<file path="src/rtl/spike_pkg.sv">
// Shared constants and event packing for the spike run-length encoder.
// Event layout: kind in the MSB, silent-step count in the low bits.
package spike_pkg;

  localparam int DEFAULT_GAP_W = 7;
  localparam int DEFAULT_DEPTH = 4;

  localparam logic KIND_SPIKE  = 1'b0;
  localparam logic KIND_SILENT = 1'b1;

  function automatic logic [DEFAULT_GAP_W:0] make_event(
    input logic                     kind,
    input logic [DEFAULT_GAP_W-1:0] gap
  );
    return {kind, gap};
  endfunction

endpackage

</file>
<file path="src/rtl/sync_fifo.sv">
// First-word-fall-through FIFO with registered storage and an occupancy count.
// The head word is read straight from storage, so a push shows up one cycle later.
module sync_fifo #(
  parameter int WIDTH = 8,
  parameter int DEPTH = 4
) (
  input  logic                     clk,
  input  logic                     rst,
  input  logic                     push,
  input  logic [WIDTH-1:0]         push_data,
  input  logic                     pop,
  output logic [WIDTH-1:0]         pop_data,
  output logic                     full,
  output logic                     empty,
  output logic [$clog2(DEPTH):0]   level
);

  localparam int AW = $clog2(DEPTH);

  logic [WIDTH-1:0] mem [DEPTH];
  logic [AW-1:0]    wr_ptr;
  logic [AW-1:0]    rd_ptr;
  logic             do_push;
  logic             do_pop;

  assign full    = (level == (AW+1)'(DEPTH));
  assign empty   = (level == '0);
  assign do_pop  = pop && !empty;
  assign do_push = push && (!full || do_pop);

  // When empty, keep showing the most recently popped word so the bus stays stable.
  assign pop_data = empty ? mem[rd_ptr - AW'(1)] : mem[rd_ptr];

  always_ff @(posedge clk) begin
    if (rst) begin
      wr_ptr <= '0;
      rd_ptr <= '0;
      level  <= '0;
      for (int i = 0; i < DEPTH; i++) begin
        mem[i] <= '0;
      end
    end else begin
      if (do_push) begin
        mem[wr_ptr] <= push_data;
        wr_ptr      <= wr_ptr + AW'(1);
      end
      if (do_pop) begin
        rd_ptr <= rd_ptr + AW'(1);
      end
      case ({do_push, do_pop})
        2'b10:   level <= level + (AW+1)'(1);
        2'b01:   level <= level - (AW+1)'(1);
        default: level <= level;
      endcase
    end
  end

endmodule

</file>
<file path="src/rtl/spike_rle_encoder.sv">
// Run-length encoder for a 1-bit spike train: counts silent timesteps and emits
// one event per spike, per saturated run, or per flushed run, into a small FIFO.
module spike_rle_encoder
  import spike_pkg::*;
#(
  parameter int GAP_W = DEFAULT_GAP_W,
  parameter int DEPTH = DEFAULT_DEPTH
) (
  input  logic                     clk,
  input  logic                     rst,
  input  logic                     en,
  input  logic                     spike,
  input  logic                     flush,
  output logic [GAP_W:0]           out_data,
  output logic                     out_valid,
  input  logic                     out_ready,
  output logic [$clog2(DEPTH):0]   fifo_level,
  output logic                     overflow
);

  localparam logic [GAP_W-1:0] GAP_MAX = '1;

  logic [GAP_W-1:0] gap;
  logic [GAP_W-1:0] gap_inc;
  logic [GAP_W-1:0] next_gap;
  logic [GAP_W-1:0] push_gap;
  logic             push_kind;
  logic             push;
  logic [GAP_W:0]   push_data;
  logic             fifo_full;
  logic             fifo_empty;
  logic             pop;

  assign gap_inc = gap + GAP_W'(1);

  // A run that would reach the all-ones count is closed out as a silent token
  // so the counter never wraps; a flush on a silent strobe includes that strobe.
  always_comb begin
    push      = 1'b0;
    push_kind = KIND_SPIKE;
    push_gap  = gap;
    next_gap  = gap;
    if (en) begin
      if (spike) begin
        push     = 1'b1;
        next_gap = '0;
      end else if (flush || gap_inc == GAP_MAX) begin
        push      = 1'b1;
        push_kind = KIND_SILENT;
        push_gap  = gap_inc;
        next_gap  = '0;
      end else begin
        next_gap = gap_inc;
      end
    end else if (flush && gap != '0) begin
      push      = 1'b1;
      push_kind = KIND_SILENT;
      next_gap  = '0;
    end
  end

  generate
    if (GAP_W == DEFAULT_GAP_W) begin : g_pack_default
      assign push_data = make_event(push_kind, push_gap);
    end else begin : g_pack_generic
      assign push_data = {push_kind, push_gap};
    end
  endgenerate

  assign out_valid = !fifo_empty;
  assign pop       = out_valid && out_ready;

  always_ff @(posedge clk) begin
    if (rst) begin
      gap      <= '0;
      overflow <= 1'b0;
    end else begin
      gap <= next_gap;
      if (push && fifo_full && !pop) begin
        overflow <= 1'b1;
      end
    end
  end

  sync_fifo #(
    .WIDTH (GAP_W + 1),
    .DEPTH (DEPTH)
  ) u_fifo (
    .clk       (clk),
    .rst       (rst),
    .push      (push),
    .push_data (push_data),
    .pop       (pop),
    .pop_data  (out_data),
    .full      (fifo_full),
    .empty     (fifo_empty),
    .level     (fifo_level)
  );

endmodule
</file>
<file path="config.mk">
export PLATFORM = sky130hd
export DESIGN_NAME = spike_rle_encoder
export DESIGN_NICKNAME = d
export VERILOG_FILES = /design/src/rtl/spike_pkg.sv /design/src/rtl/sync_fifo.sv /design/src/rtl/spike_rle_encoder.sv
export SDC_FILE = /design/constraint.sdc
export NUM_CORES = 1
export LEC_CHECK = 0
export ABC_AREA = 1
export BUFFER_PORTS_ARGS = -buffer_cell sky130_fd_sc_hd__buf_2
export CAP_MARGIN = 40
export CORE_MARGIN = 10
export CORE_UTILIZATION = 50
export CTS_CLUSTER_DIAMETER = 150
export DETAILED_ROUTE_END_ITERATION = 16
export PLACE_DENSITY = 0.76
export REMOVE_ABC_BUFFERS = 1
export SETUP_SLACK_MARGIN = 0.4
export SYNTH_ARGS = -nofsm -noshare
export SYNTH_HDL_FRONTEND = slang
export SYNTH_SLANG_ARGS = --single-unit
</file>
<file path="constraint.sdc">
create_clock -name clk -period 7.5 [get_ports clk]
set_input_delay 1.125 -clock clk [delete_from_list [all_inputs] [get_ports clk]]
set_output_delay 1.125 -clock clk [all_outputs]
set_load 0.01 [all_outputs]
</file>
==> run_results.csv, run 1 <==
group,metric,value,unit
status,status,"complete, no violations",
finish,drive_gt1_share,14.8,%
finish,design_area,0.00305,mm^2
global_routing,first_global_vias,2134,
place,dpl.hpwl,4600,um
yosys,synth_area_per_cell,8.18,um^2
place,place_area,0.00293,mm^2
floorplan,start_util,51.3,%
finish,fill_cells,513,
floorplan,dieArea,0.00901,mm^2
power_and_ir_drop,leakage,1.24,nW
power_and_ir_drop,p_per_area,296,mW/mm^2
global_routing,grt_pass1_wl,10100,um
yosys,syn_inst,343,
detailed_routing,drc_errors,0,
finish,diodes,0,
critical_path,cp-start-kind,"register",
detailed_routing,drt_iter0_markers,167,
cts,cts_tree,"yes",
sta,finalClockSkew,0.0126,ns
global_routing,grt_overflow_total,0,
sta,post-route-period-util,47.0,%
finish,areaGrowthSynthToFinish,8.88,%
cts,cts_inserted_buffers,5,
sta,postLayoutSetupSlackWorst,3.97,ns
place,place.gp.congestion,0.919,
floorplan,die_w,94.9,um
detailed_routing,detail_route.first_pass.iterations,4,
floorplan,io_pins,19,
hold_path,hp-class,"register to register",
critical_path,crit_end,"out_data[5]",
yosys,ys_ff_latch,49,
floorplan,core_area,0.00547,mm^2
sta,hold_violations,0,
cts,cts.sinks,49,
detailed_routing,routed_wl,5920,um
global_routing,grt_max_degree,24,
sta,rsz0062_at_grt,"no",
sta,hold_ws,0.465,ns
global_routing,antenna_found_initial,0,
detailed_routing,ant_nets,0,
floorplan,die_h,94.9,um
cts,htree_num_levels,2,
cts,clk_latency,0.30,ns
sta,maxSlewViolCount,0,
sta,setup_violations,0,
sta,period_needed,3.53,ns
sta,clock.fmax,283,MHz
yosys,synth_edf_count,32,
sta,relSlewSlack,49.3,%
detailed_routing,vias,2319,
place,dpl_worst_slack,4.15,ns
critical_path,regToRegStartpoint,"gap[1]$_SDFFE_PP0P_",
detailed_routing,via_per_inst,5.38,
finish,layout.nets,370,
cts,clk_pin_slew,0.09,ns
flow_run,maxCapViolCount,0,
floorplan,rows,27,
critical_path,crit_required,6.38,ns
cts,cts_resized,0,
yosys,synthArstFlopShare,0,%
critical_path,cp.arrival,2.40,ns
critical_path,rrSetupSlack,4.79,ns
detailed_routing,wire_per_inst,13.7,um
cts,holdBufCountCts,0,
yosys,synthFlopType,"edfxtp_1",
sta,tns,0,ns
cts,clk_path_buf_depth,2,
cts,post_cts_buffers,0,
yosys,yosysUniqueCellTypes,32,
critical_path,crit_path_max_fanout,19,
yosys,ys_warn_count,0,
power_and_ir_drop,power,0.905,mW
global_routing,track_usage,13.7,%
critical_path,crit_type,"register to primary output",
critical_path,r2r_cells,13,
place,numPortBuffers,18,
critical_path,critPathLaunch,"u_fifo.rd_ptr[0]$_SDFFE_PP0P_",
critical_path,crit_path_end_kind,"primary output",
yosys,syn_area,0.00281,mm^2
yosys,seq_area_frac_synth,46.4,%
cts,cts_root_buf,"clkbuf_8",
critical_path,timing.rr.end,"u_fifo.mem[2][4]$_SDFFCE_PN0P_",
sta,worst_pin_slew,0.758,ns
power_and_ir_drop,ir_drop,0.130,mV
[cell usage after synthesis, types with 2 or more instances]
| cell type | number | area share, % |
|---|---|---|
| nand3_4 | 3 | 1.9 |
| inv_1 | 46 | 6.2 |
| a221oi_1 | 6 | 1.9 |
| nand2_2 | 10 | 2.2 |
| nand3_1 | 15 | 2.7 |
| edfxtp_1 | 32 | 34 |
| ha_1 | 5 | 2.2 |
| nand4_1 | 4 | 0.89 |
| nor2_1 | 49 | 6.6 |
| clkbuf_1 | 9 | 1.2 |
| nand2_1 | 66 | 8.8 |
| o211ai_1 | 6 | 1.6 |
| nor2_2 | 9 | 2.0 |
| a21oi_1 | 16 | 2.9 |
| dfxtp_1 | 17 | 12 |
| o21ai_0 | 25 | 4.5 |
| nand3_2 | 2 | 0.71 |
| a31oi_1 | 2 | 0.45 |
| xor2_1 | 2 | 0.62 |
| o32ai_1 | 2 | 0.62 |
| a32oi_1 | 6 | 1.9 |
[cell families (layout without fill, tap and decap cells)]
family	Yosys count	count (layout)	share of synthesized area, %
adders and majority gates	6	6	2.94
DFF	49	49	46.4
xor gates and xnor gates	2	2	0.625
AOI/OAI and AO/OA	67	67	14.7
buffers and inverters	58	74	8.30
and+or+nand+nor	161	161	27.1
[where the power goes]
group,total [mW],internal (mW),switching [mW],leakage [nW]
Combinational,0.350,0.131,0.219,0.711
Sequential,0.359,0.315,0.0448,0.472
Clock,0.196,0.108,0.0871,0.0574
Total,0.905,0.554,0.351,1.24
[worst min-delay path by stage]
| stage | from | to | slack (ns) | cells past startpoint |
|---|---|---|---|---|
| 6_report | overflow$_SDFFE_PP0P_ | overflow$_SDFFE_PP0P_ | 0.46 | 1 |
| 3_5_place_dp | overflow$_SDFFE_PP0P_ | overflow$_SDFFE_PP0P_ | 0.45 | 1 |
| 5_1_grt | overflow$_SDFFE_PP0P_ | overflow$_SDFFE_PP0P_ | 0.48 | 1 |
| 4_1_cts | overflow$_SDFFE_PP0P_ | overflow$_SDFFE_PP0P_ | 0.47 | 1 |
| 3_3_place_gp | overflow$_SDFFE_PP0P_ | overflow$_SDFFE_PP0P_ | 0.44 | 1 |
| 2_1_floorplan | gap[0]$_SDFFE_PP0P_ | gap[0]$_SDFFE_PP0P_ | 0.47 | 2 |
[cell type report]
cell class / instances / area [um^2] / share of cell area [%]
clock inverters: 2 / 37.5 / 1.23
inverters: 47 / 176 / 5.78
repair buffers: 19 / 95.1 / 3.11
clock buffers: 6 / 82.6 / 2.70
flip-flops and latches: 49 / 1300 / 42.6
well taps: 72 / 90.1 / 2.95
multi-input cells: 236 / 1270 / 41.6
[state kept, by name, indices dropped and copies added, names as in the netlist, named ones only]
signal / count
u_fifo.level: 3
u_fifo.mem: 32
u_fifo.rd_ptr: 2
gap: 7
overflow: 1
u_fifo.wr_ptr: 2
[routing by layer]
layer	GRT usage (%)	vias up	wire [um]
met1	17.4	1071	2700
met3	3.25	6	335
met2	22.7	64	2830
li1	-	1178	-
met5	0	-	0
met4	3.74	0	55
[critical path: stages (launching register included)]
cell	delay (ns)
dfxtp_1	0.68
inv_1	0.15
nor2_1	0.52
nor2_1	0.33
nand2_1	0.13
a32oi_1	0.08
buf_2	0.19
[metrics by stage]
stage	instances	utilization (%)
3_3_place_gp	422	53.5
5_1_grt	431	55.8
3_5_place_dp	423	53.6
4_1_cts	431	55.8
6_report	431	55.8
2_1_floorplan	332	-
[cell usage in the layout, fill, tap and decap left out]
| master | synthesis | layout |
|---|---|---|
| fa_1 | 1 | 1 |
| dfxtp_1 | 17 | 17 |
| ha_1 | 5 | 5 |
| nor2_1 | 49 | 49 |
| inv_1 | 46 | 46 |
| o211ai_1 | 6 | 6 |
| o22ai_1 | 1 | 1 |
| nand3_2 | 2 | 2 |
| clkinvlp_4 | 0 | 1 |
| nor2_8 | 1 | 1 |
| nor2_2 | 9 | 9 |
| bufinv_16 | 0 | 1 |
| nor2_4 | 1 | 1 |
| nand3_1 | 15 | 15 |
| a221oi_1 | 6 | 6 |
| xor2_1 | 2 | 2 |
| a31oi_1 | 2 | 2 |
| nor3_1 | 1 | 1 |
| buf_2 | 0 | 19 |
| o31ai_1 | 1 | 1 |
| nand4_1 | 4 | 4 |
| nand2_1 | 66 | 66 |
| edfxtp_1 | 32 | 32 |
| nand2_2 | 10 | 10 |
| a21oi_1 | 16 | 16 |
| clkinv_1 | 1 | 1 |
| o21ai_0 | 25 | 25 |
| a32oi_1 | 6 | 6 |
| o21a_1 | 1 | 1 |
| clkbuf_8 | 0 | 6 |
| nand3_4 | 3 | 3 |
| o32ai_1 | 2 | 2 |
| o21ai_1 | 1 | 1 |
Power figures use the tool's default switching activity.
==> run 2, diff against run 1 <==
--- a/config.mk
+++ b/config.mk
@@ -5,14 +5,14 @@
 export SDC_FILE = /design/constraint.sdc
 export NUM_CORES = 1
 export LEC_CHECK = 0
-export ABC_AREA = 1
+export ABC_AREA = 0
 export BUFFER_PORTS_ARGS = -buffer_cell sky130_fd_sc_hd__buf_2
 export CAP_MARGIN = 40
 export CORE_MARGIN = 10
 export CORE_UTILIZATION = 50
 export CTS_CLUSTER_DIAMETER = 150
 export DETAILED_ROUTE_END_ITERATION = 16
-export PLACE_DENSITY = 0.76
+export PLACE_DENSITY = 0.78
 export REMOVE_ABC_BUFFERS = 1
 export SETUP_SLACK_MARGIN = 0.4
 export SYNTH_ARGS = -nofsm -noshare
==> constraint.sdc (replaced) <==
create_clock -name clk -period 3.1 [get_ports clk]
set_input_delay 0.465 -clock clk [delete_from_list [all_inputs] [get_ports clk]]
set_output_delay 0.465 -clock clk [all_outputs]
set_load 0.01 [all_outputs]
==> run 2 against run 1 <==
Against the previous run: via count decreased by 6.7%; sequential share of layout area decreased by 2.4 points; hold slack improved by 0.024 ns; cell area increased by 6.5%; combinational power increased by 80%; count of clock-buffer cells in the layout decreased by 1; critical path depth increased by 7; utilization increased by 2.5 points; non-clock buffer count increased by 11; routed wire length increased by 9.8%; register-to-register slack got worse by 4.2 ns; highest routed layer unchanged.
==> run_results.csv, run 2 <==
group,metric,value,unit
status,status,"complete, no violations",
power_and_ir_drop,p_sw_share,33.6,%
hold_path,hp-class,"register to register",
cts,cts_tree,"yes",
sta,tns,0,ns
power_and_ir_drop,p_sw,0.652,mW
detailed_routing,drt_iter0_markers,169,
finish,design_area,0.00325,mm^2
place,place.gp.congestion,0.901,
yosys,yosysUniqueCellTypes,58,
detailed_routing,drc_errors,0,
floorplan,die_h,96.2,um
yosys,ys_warn_count,0,
critical_path,cp_slowest_cell,"dfxtp_4",
floorplan,die_w,96.2,um
power_and_ir_drop,ir_drop,0.386,mV
global_routing,grt_pass1_wl,10600,um
critical_path,cp.arrival,2.78,ns
critical_path,path_common_cell,"ha_2",
yosys,synth_area_per_cell,10.6,um^2
global_routing,grt_max_degree,18,
sta,hold_ws,0.489,ns
detailed_routing,top_layer,"met4",
sta,hold_violations,0,
global_routing,track_usage,14.6,%
place,place_area,0.00307,mm^2
cts,cts.sinks,49,
place,dpl_worst_slack,0.228,ns
sta,finalClockSkew,0.0103,ns
detailed_routing,ant_nets,0,
power_and_ir_drop,internal_power,1.29,mW
yosys,ys_ff_latch,49,
flow_run,maxCapViolCount,0,
finish,diodes,0,
power_and_ir_drop,power,1.94,mW
cts,cts_root_buf,"clkbuf_8",
finish,largest_reg_flops,32,
sta,maxSlewViolCount,0,
yosys,synth_area_leader_cell,"edfxtp_1",
global_routing,grt_overflow_total,0,
critical_path,cp-start-kind,"register",
detailed_routing,met3WireLength,375,um
yosys,yosysMostFrequentCell,"nor2_1",
sta,rsz0062_at_grt,"no",
floorplan,start_util,52.1,%
yosys,synth_top_area_share,33.1,%
sta,relSlewSlack,57.5,%
cts,holdBufCountCts,0,
place,dpl.hpwl,4730,um
floorplan,core_area,0.00557,mm^2
critical_path,crit_path_max_fanout,5,
detailed_routing,detail_route.first_pass.iterations,4,
global_routing,antenna_found_initial,0,
floorplan,dieArea,0.00925,mm^2
power_and_ir_drop,p_per_area,596,mW/mm^2
cts,clk_latency,0.30,ns
cts,cts_inserted_buffers,5,
detailed_routing,vias,2163,
power_and_ir_drop,clkPwrFrac,23.6,%
detailed_routing,wl_met1,2610,um
yosys,netlist_top_cells_count,"nor2_1 (42), nand2_1 (35), edfxtp_1 (32)",
yosys,synthArstFlopShare,0,%
power_and_ir_drop,p_seq_share,43.8,%
finish,layout.nets,307,
critical_path,crit_type,"register to register",
cts,clk_path_buf_depth,2,
yosys,seq_area_frac_synth,44.8,%
global_routing,first_global_vias,2147,
finish,final_cell_mix,"nor2_1 (42), nand2_1 (34), edfxtp_1 (32)",
finish,fill_cells,468,
place,numPortBuffers,18,
detailed_routing,routed_wl,6500,um
sta,worst_pin_slew,0.637,ns
finish,top_register,"u_fifo.mem",
detailed_routing,via_per_inst,5.88,
floorplan,io_pins,19,
floorplan,rows,27,
finish,final_common_cell,"nor2_1",
yosys,ys_top_cells_by_area,"edfxtp_1 (33%), mux4_2 (12%), dfxtp_1 (12%), nor2_1 (5.4%), nand2_1 (4.5%)",
power_and_ir_drop,power.share.combinational,32.5,%
finish,drive_gt1_share,29.1,%
cts,clk_pin_slew,0.09,ns
critical_path,path_cells,"inv_2 -> ha_2 -> nand4b_1 -> nor4b_4 -> o31ai_4 -> o21ai_4 -> nand2_2 -> ha_2 -> inv_1 -> fa_2 -> xor2_1 -> or3_1 -> a21oi_1",
sta,postLayoutSetupSlackWorst,0.556,ns
sta,post-route-period-util,82.1,%
cts,htree_num_levels,2,
critical_path,max_stage_delay,0.39,ns
finish,top_regs,"u_fifo.mem (32), gap (7), u_fifo.level (3)",
sta,period_needed,2.54,ns
critical_path,crit_buf_inv,2,
sta,setup_violations,0,
yosys,synth_edf_count,32,
yosys,syn_area,0.00290,mm^2
finish,areaGrowthSynthToFinish,12.0,%
yosys,synthFlopType,"edfxtp_1",
critical_path,crit_required,3.34,ns
yosys,syn_inst,274,
detailed_routing,wire_per_inst,17.7,um
critical_path,crit_family,"adder cells",
critical_path,crit_path_end_kind,"register",
sta,clock.fmax,393,MHz
power_and_ir_drop,leakage,1.13,nW
detailed_routing,routed-wl-met2,3470,um
run 2: cell types whose count changed in the layout (fill, tap and decap cells not counted), sizes merged, moves of 7 or more:
cell,change
o21ai,-13
nor2,-18
mux4,+16
nor3,+7
inv,-35
a21oi,-7
buf,+11
nor2b,+10
nand3,-14
nand2,-39
run 2: cell families (layout without fill, tap and decap cells):
family                     after synthesis  in the layout  synth area share (%)
and+or+nand+nor                        119            119                  19.8
DFF                                     49             49                  44.8
adders and majority gates                6              6                  2.84
AOI/OAI and AO/OA                       50             50                  13.7
muxes                                   17             17                  12.9
xor gates and xnor gates                 6              6                  1.81
buffers and inverters                   27             49                  4.09
run 2: power groups by stage:
stage          clock network (mW)  logic, mW  registers [mW]
4_1_cts                     0.469      0.636           0.853
3_3_place_gp                    0      0.614           0.860
2_1_floorplan                   0      0.404           0.843
6_report                    0.459      0.631           0.850
5_1_grt                     0.491      0.702           0.864
3_5_place_dp                    0      0.633           0.868
run 2: final cells by class:
| type | instances | area, um^2 | area share (%) |
|---|---|---|---|
| tap | 72 | 90.1 | 2.77 |
| sequential | 49 | 1310 | 40.2 |
| inverter | 11 | 41.3 | 1.27 |
| clock inverter | 3 | 46.3 | 1.42 |
| multi-input combinational | 198 | 1520 | 46.7 |
| clock buffer | 5 | 68.8 | 2.12 |
| timing repair buffer | 30 | 180 | 5.54 |
run 2: final timing paths:
| kind | start | cells past startpoint | slack, ns | to |
|---|---|---|---|---|
| max | gap[0]$_SDFFE_PP0P_ | 13 | 0.56 | u_fifo.level[2]$_SDFFE_PP0P_ |
| max reg2reg | gap[0]$_SDFFE_PP0P_ | 13 | 0.56 | u_fifo.level[2]$_SDFFE_PP0P_ |
| min reg2reg | overflow$_SDFFE_PP0P_ | 2 | 0.49 | overflow$_SDFFE_PP0P_ |
| min | overflow$_SDFFE_PP0P_ | 2 | 0.49 | overflow$_SDFFE_PP0P_ |
run 2: tightest hold or removal path: cells and delay by family (launching register included):
kind | cells | cell delay, ns
AOI/OAI and AO/OA | 1 | 0.04
and+or+nand+nor | 1 | 0.07
DFF | 1 | 0.34
run 2: repair_timing:
item	4_1_cts	5_1_grt
endpoints found under the setup margin	10	6
pin swaps	1	2
setup buffers	1	2
gates resized for setup	2	11
run 2: metrics by stage:
step                      utilization (%)  std cells
after floorplan                         -        258
after global placement               55.1        357
after detailed placement             55.1        357
after CTS                            57.4        366
after global routing                 58.3        368
final                                58.3        368
run 2: routing by layer:
metal  track usage (%)  up-vias
met5                 0        -
met4              4.30        0
met3              2.65        4
met2              26.6       59
met1              17.0     1063
li1                  -     1037
==> run 3, diff against run 2 <==
--- a/config.mk
+++ b/config.mk
@@ -12,7 +12,7 @@
 export CORE_UTILIZATION = 50
 export CTS_CLUSTER_DIAMETER = 150
 export DETAILED_ROUTE_END_ITERATION = 16
-export PLACE_DENSITY = 0.78
+export PLACE_DENSITY = 0.76
 export REMOVE_ABC_BUFFERS = 1
 export SETUP_SLACK_MARGIN = 0.4
 export SYNTH_ARGS = -nofsm -noshare
==> constraint.sdc (replaced) <==
create_clock -name clk -period 2.65 [get_ports clk]
set_input_delay 0.3975 -clock clk [delete_from_list [all_inputs] [get_ports clk]]
set_output_delay 0.3975 -clock clk [all_outputs]
set_load 0.01 [all_outputs]
==> run 3 against run 2 <==
Against the previous run: cell count up 7.1%; clock skew down 0.0052 ns; total power up 28%; register-to-register slack worse by 0.49 ns; hold slack worse by 0.032 ns; utilization up 8.7 points; sequential power up 17%; critical endpoint unchanged; largest power group unchanged.
==> run_results.csv, run 3 (synthesis gave the netlist of run 2 again) <==
group,metric,value,unit
status,status,"complete, no violations",
global_routing,track_usage,16.5,%
critical_path,crit_path_end_kind,"register",
critical_path,cp.arrival,2.83,ns
critical_path,r2r_cells,13,
finish,largest_reg_flops,32,
cts,cts.sinks,49,
floorplan,die_h,96.2,um
sta,hold_ws,0.457,ns
sta,period_needed,2.58,ns
critical_path,timing.rr.end,"u_fifo.level[2]$_SDFFE_PP0P_",
critical_path,cp_slowest_cell,"dfxtp_4",
detailed_routing,wire_per_inst,19.0,um
critical_path,crit_required,2.90,ns
place,place_area,0.00318,mm^2
finish,top_register,"u_fifo.mem",
detailed_routing,via_per_inst,5.88,
cts,cts_root_buf,"clkbuf_8",
floorplan,dieArea,0.00925,mm^2
sta,finalClockSkew,0.00504,ns
detailed_routing,routed_wl,7480,um
global_routing,first_global_vias,2397,
cts,clk_pin_slew,0.10,ns
power_and_ir_drop,ir_drop,0.501,mV
critical_path,path_common_cell,"ha_4",
power_and_ir_drop,leakage,1.37,nW
place,dpl.hpwl,4880,um
global_routing,grt_pass1_wl,11800,um
sta,setup_violations,0,
sta,maxSlewViolCount,0,
floorplan,rows,27,
cts,clk_latency,0.31,ns
place,place.gp.congestion,0.892,
cts,clk_path_buf_depth,2,
detailed_routing,routed-wl-met2,4010,um
critical_path,crit_path_max_fanout,5,
detailed_routing,vias,2317,
detailed_routing,wl_met1,2960,um
finish,areaGrowthSynthToFinish,28.7,%
finish,design_area,0.00373,mm^2
global_routing,antenna_found_initial,0,
finish,drive_gt1_share,42.2,%
finish,diodes,0,
flow_run,maxCapViolCount,0,
cts,cts_tree,"yes",
finish,final_common_cell,"nor2_1",
sta,rsz0062_at_grt,"yes",
cts,htree_num_levels,2,
floorplan,core_area,0.00557,mm^2
detailed_routing,top_layer,"met4",
critical_path,regToRegStartpoint,"gap[0]$_SDFFE_PP0P_",
hold_path,hp-class,"input pin to register",
detailed_routing,drc_errors,0,
finish,layout.nets,333,
sta,hold_violations,0,
detailed_routing,drt_iter0_markers,103,
critical_path,path_cells,"ha_4 -> buf_6 -> nand4b_1 -> a21oi_2 -> o31ai_4 -> o21ai_4 -> nand2_2 -> ha_4 -> inv_2 -> fa_2 -> xor2_1 -> or3_1 -> a21oi_1",
sta,relSlewSlack,66.1,%
finish,final_cell_mix,"nor2_1 (40), nand2_1 (34), edfxtp_1 (32)",
critical_path,max_stage_delay,0.38,ns
critical_path,critPathLaunch,"gap[0]$_SDFFE_PP0P_",
finish,fin_util,67.0,%
critical_path,cp-start-kind,"register",
power_and_ir_drop,p_per_area,665,mW/mm^2
sta,clock.fmax,387,MHz
detailed_routing,met3WireLength,394,um
floorplan,start_util,52.1,%
finish,top_regs,"u_fifo.mem (32), gap (7), u_fifo.level (3)",
critical_path,crit_end,"u_fifo.level[2]$_SDFFE_PP0P_",
critical_path,rrSetupSlack,0.07,ns
global_routing,grt_overflow_total,0,
place,numPortBuffers,18,
floorplan,io_pins,19,
sta,worst_pin_slew,0.506,ns
floorplan,die_w,96.2,um
cts,cts_inserted_buffers,5,
cts,holdBufCountCts,0,
detailed_routing,ant_nets,0,
sta,post-route-period-util,97.5,%
critical_path,crit_type,"register to register",
global_routing,grt_max_degree,18,
detailed_routing,detail_route.first_pass.iterations,5,
-- run 3: changes by cell type in the layout (fill, tap and decap cells not counted), sizes merged --
cell      delta
clkinvlp     -1
inv          +1
buf         +26
clkinv       -1
bufinv       +1
-- run 3: how the worst min path moves through the flow --
stage | from | endpoint | slack (ns) | depth (start not counted)
after floorplan | rst | gap[2]$_SDFFE_PP0P_ | 0.47 | 1
after global placement | overflow$_SDFFE_PP0P_ | overflow$_SDFFE_PP0P_ | 0.45 | 2
after detailed placement | overflow$_SDFFE_PP0P_ | overflow$_SDFFE_PP0P_ | 0.46 | 2
after CTS | rst | register | 0.46 | 2
after global routing | rst | u_fifo.level[1]$_SDFFE_PP0P_ | 0.48 | 2
final | rst | u_fifo.level[1]$_SDFFE_PP0P_ | 0.46 | 2
-- run 3: repair_timing --
item	in CTS	in global routing
endpoints found under the hold margin	0	0
setup buffers	11	4
gates resized for setup	39	27
pin swaps	18	13
endpoints found under the setup margin	63	65
-- run 3: final cells by class --
type,instances,area [um^2]
clock inverters,3,68.8
repair buffers,56,422
fillers,420,1840
clock buffers,5,68.8
multi-input cells,198,1730
well taps,72,90.1
flip-flops and latches,49,1310
inverters,11,43.8
-- run 3: report_power, final --
part / internal, mW / switching (mW)
combinational: 0.409 / 0.432
clock: 0.380 / 0.269
sequential: 0.880 / 0.115
total: 1.67 / 0.816
-- run 3: layer usage --
layer	global-route usage (%)	up-vias
met5	0	-
met4	6.02	0
met3	2.41	12
met2	30.5	73
met1	18.8	1139
li1	-	1093
-- run 3: metrics by stage --
step	setup TNS [ns]	total power, mW	setup slack (ns)	instances
after floorplan	0	1.46	0.0239	258
after global placement	0	1.75	0.103	371
after detailed placement	0	1.78	0.00169	371
after CTS	0	2.47	0.148	390
after global routing	-0.0497	2.63	-0.0497	394
final	0	2.48	0.0650	394
-- run 3: worst max-delay path: cells and delay by family (launching register included) --
kind	cells	cell delay, ns
fa+ha+maj	3	0.64
compound gates	4	0.63
simple gates	3	0.55
flops	1	0.38
buf+inv	2	0.16
xor+xnor	1	0.16
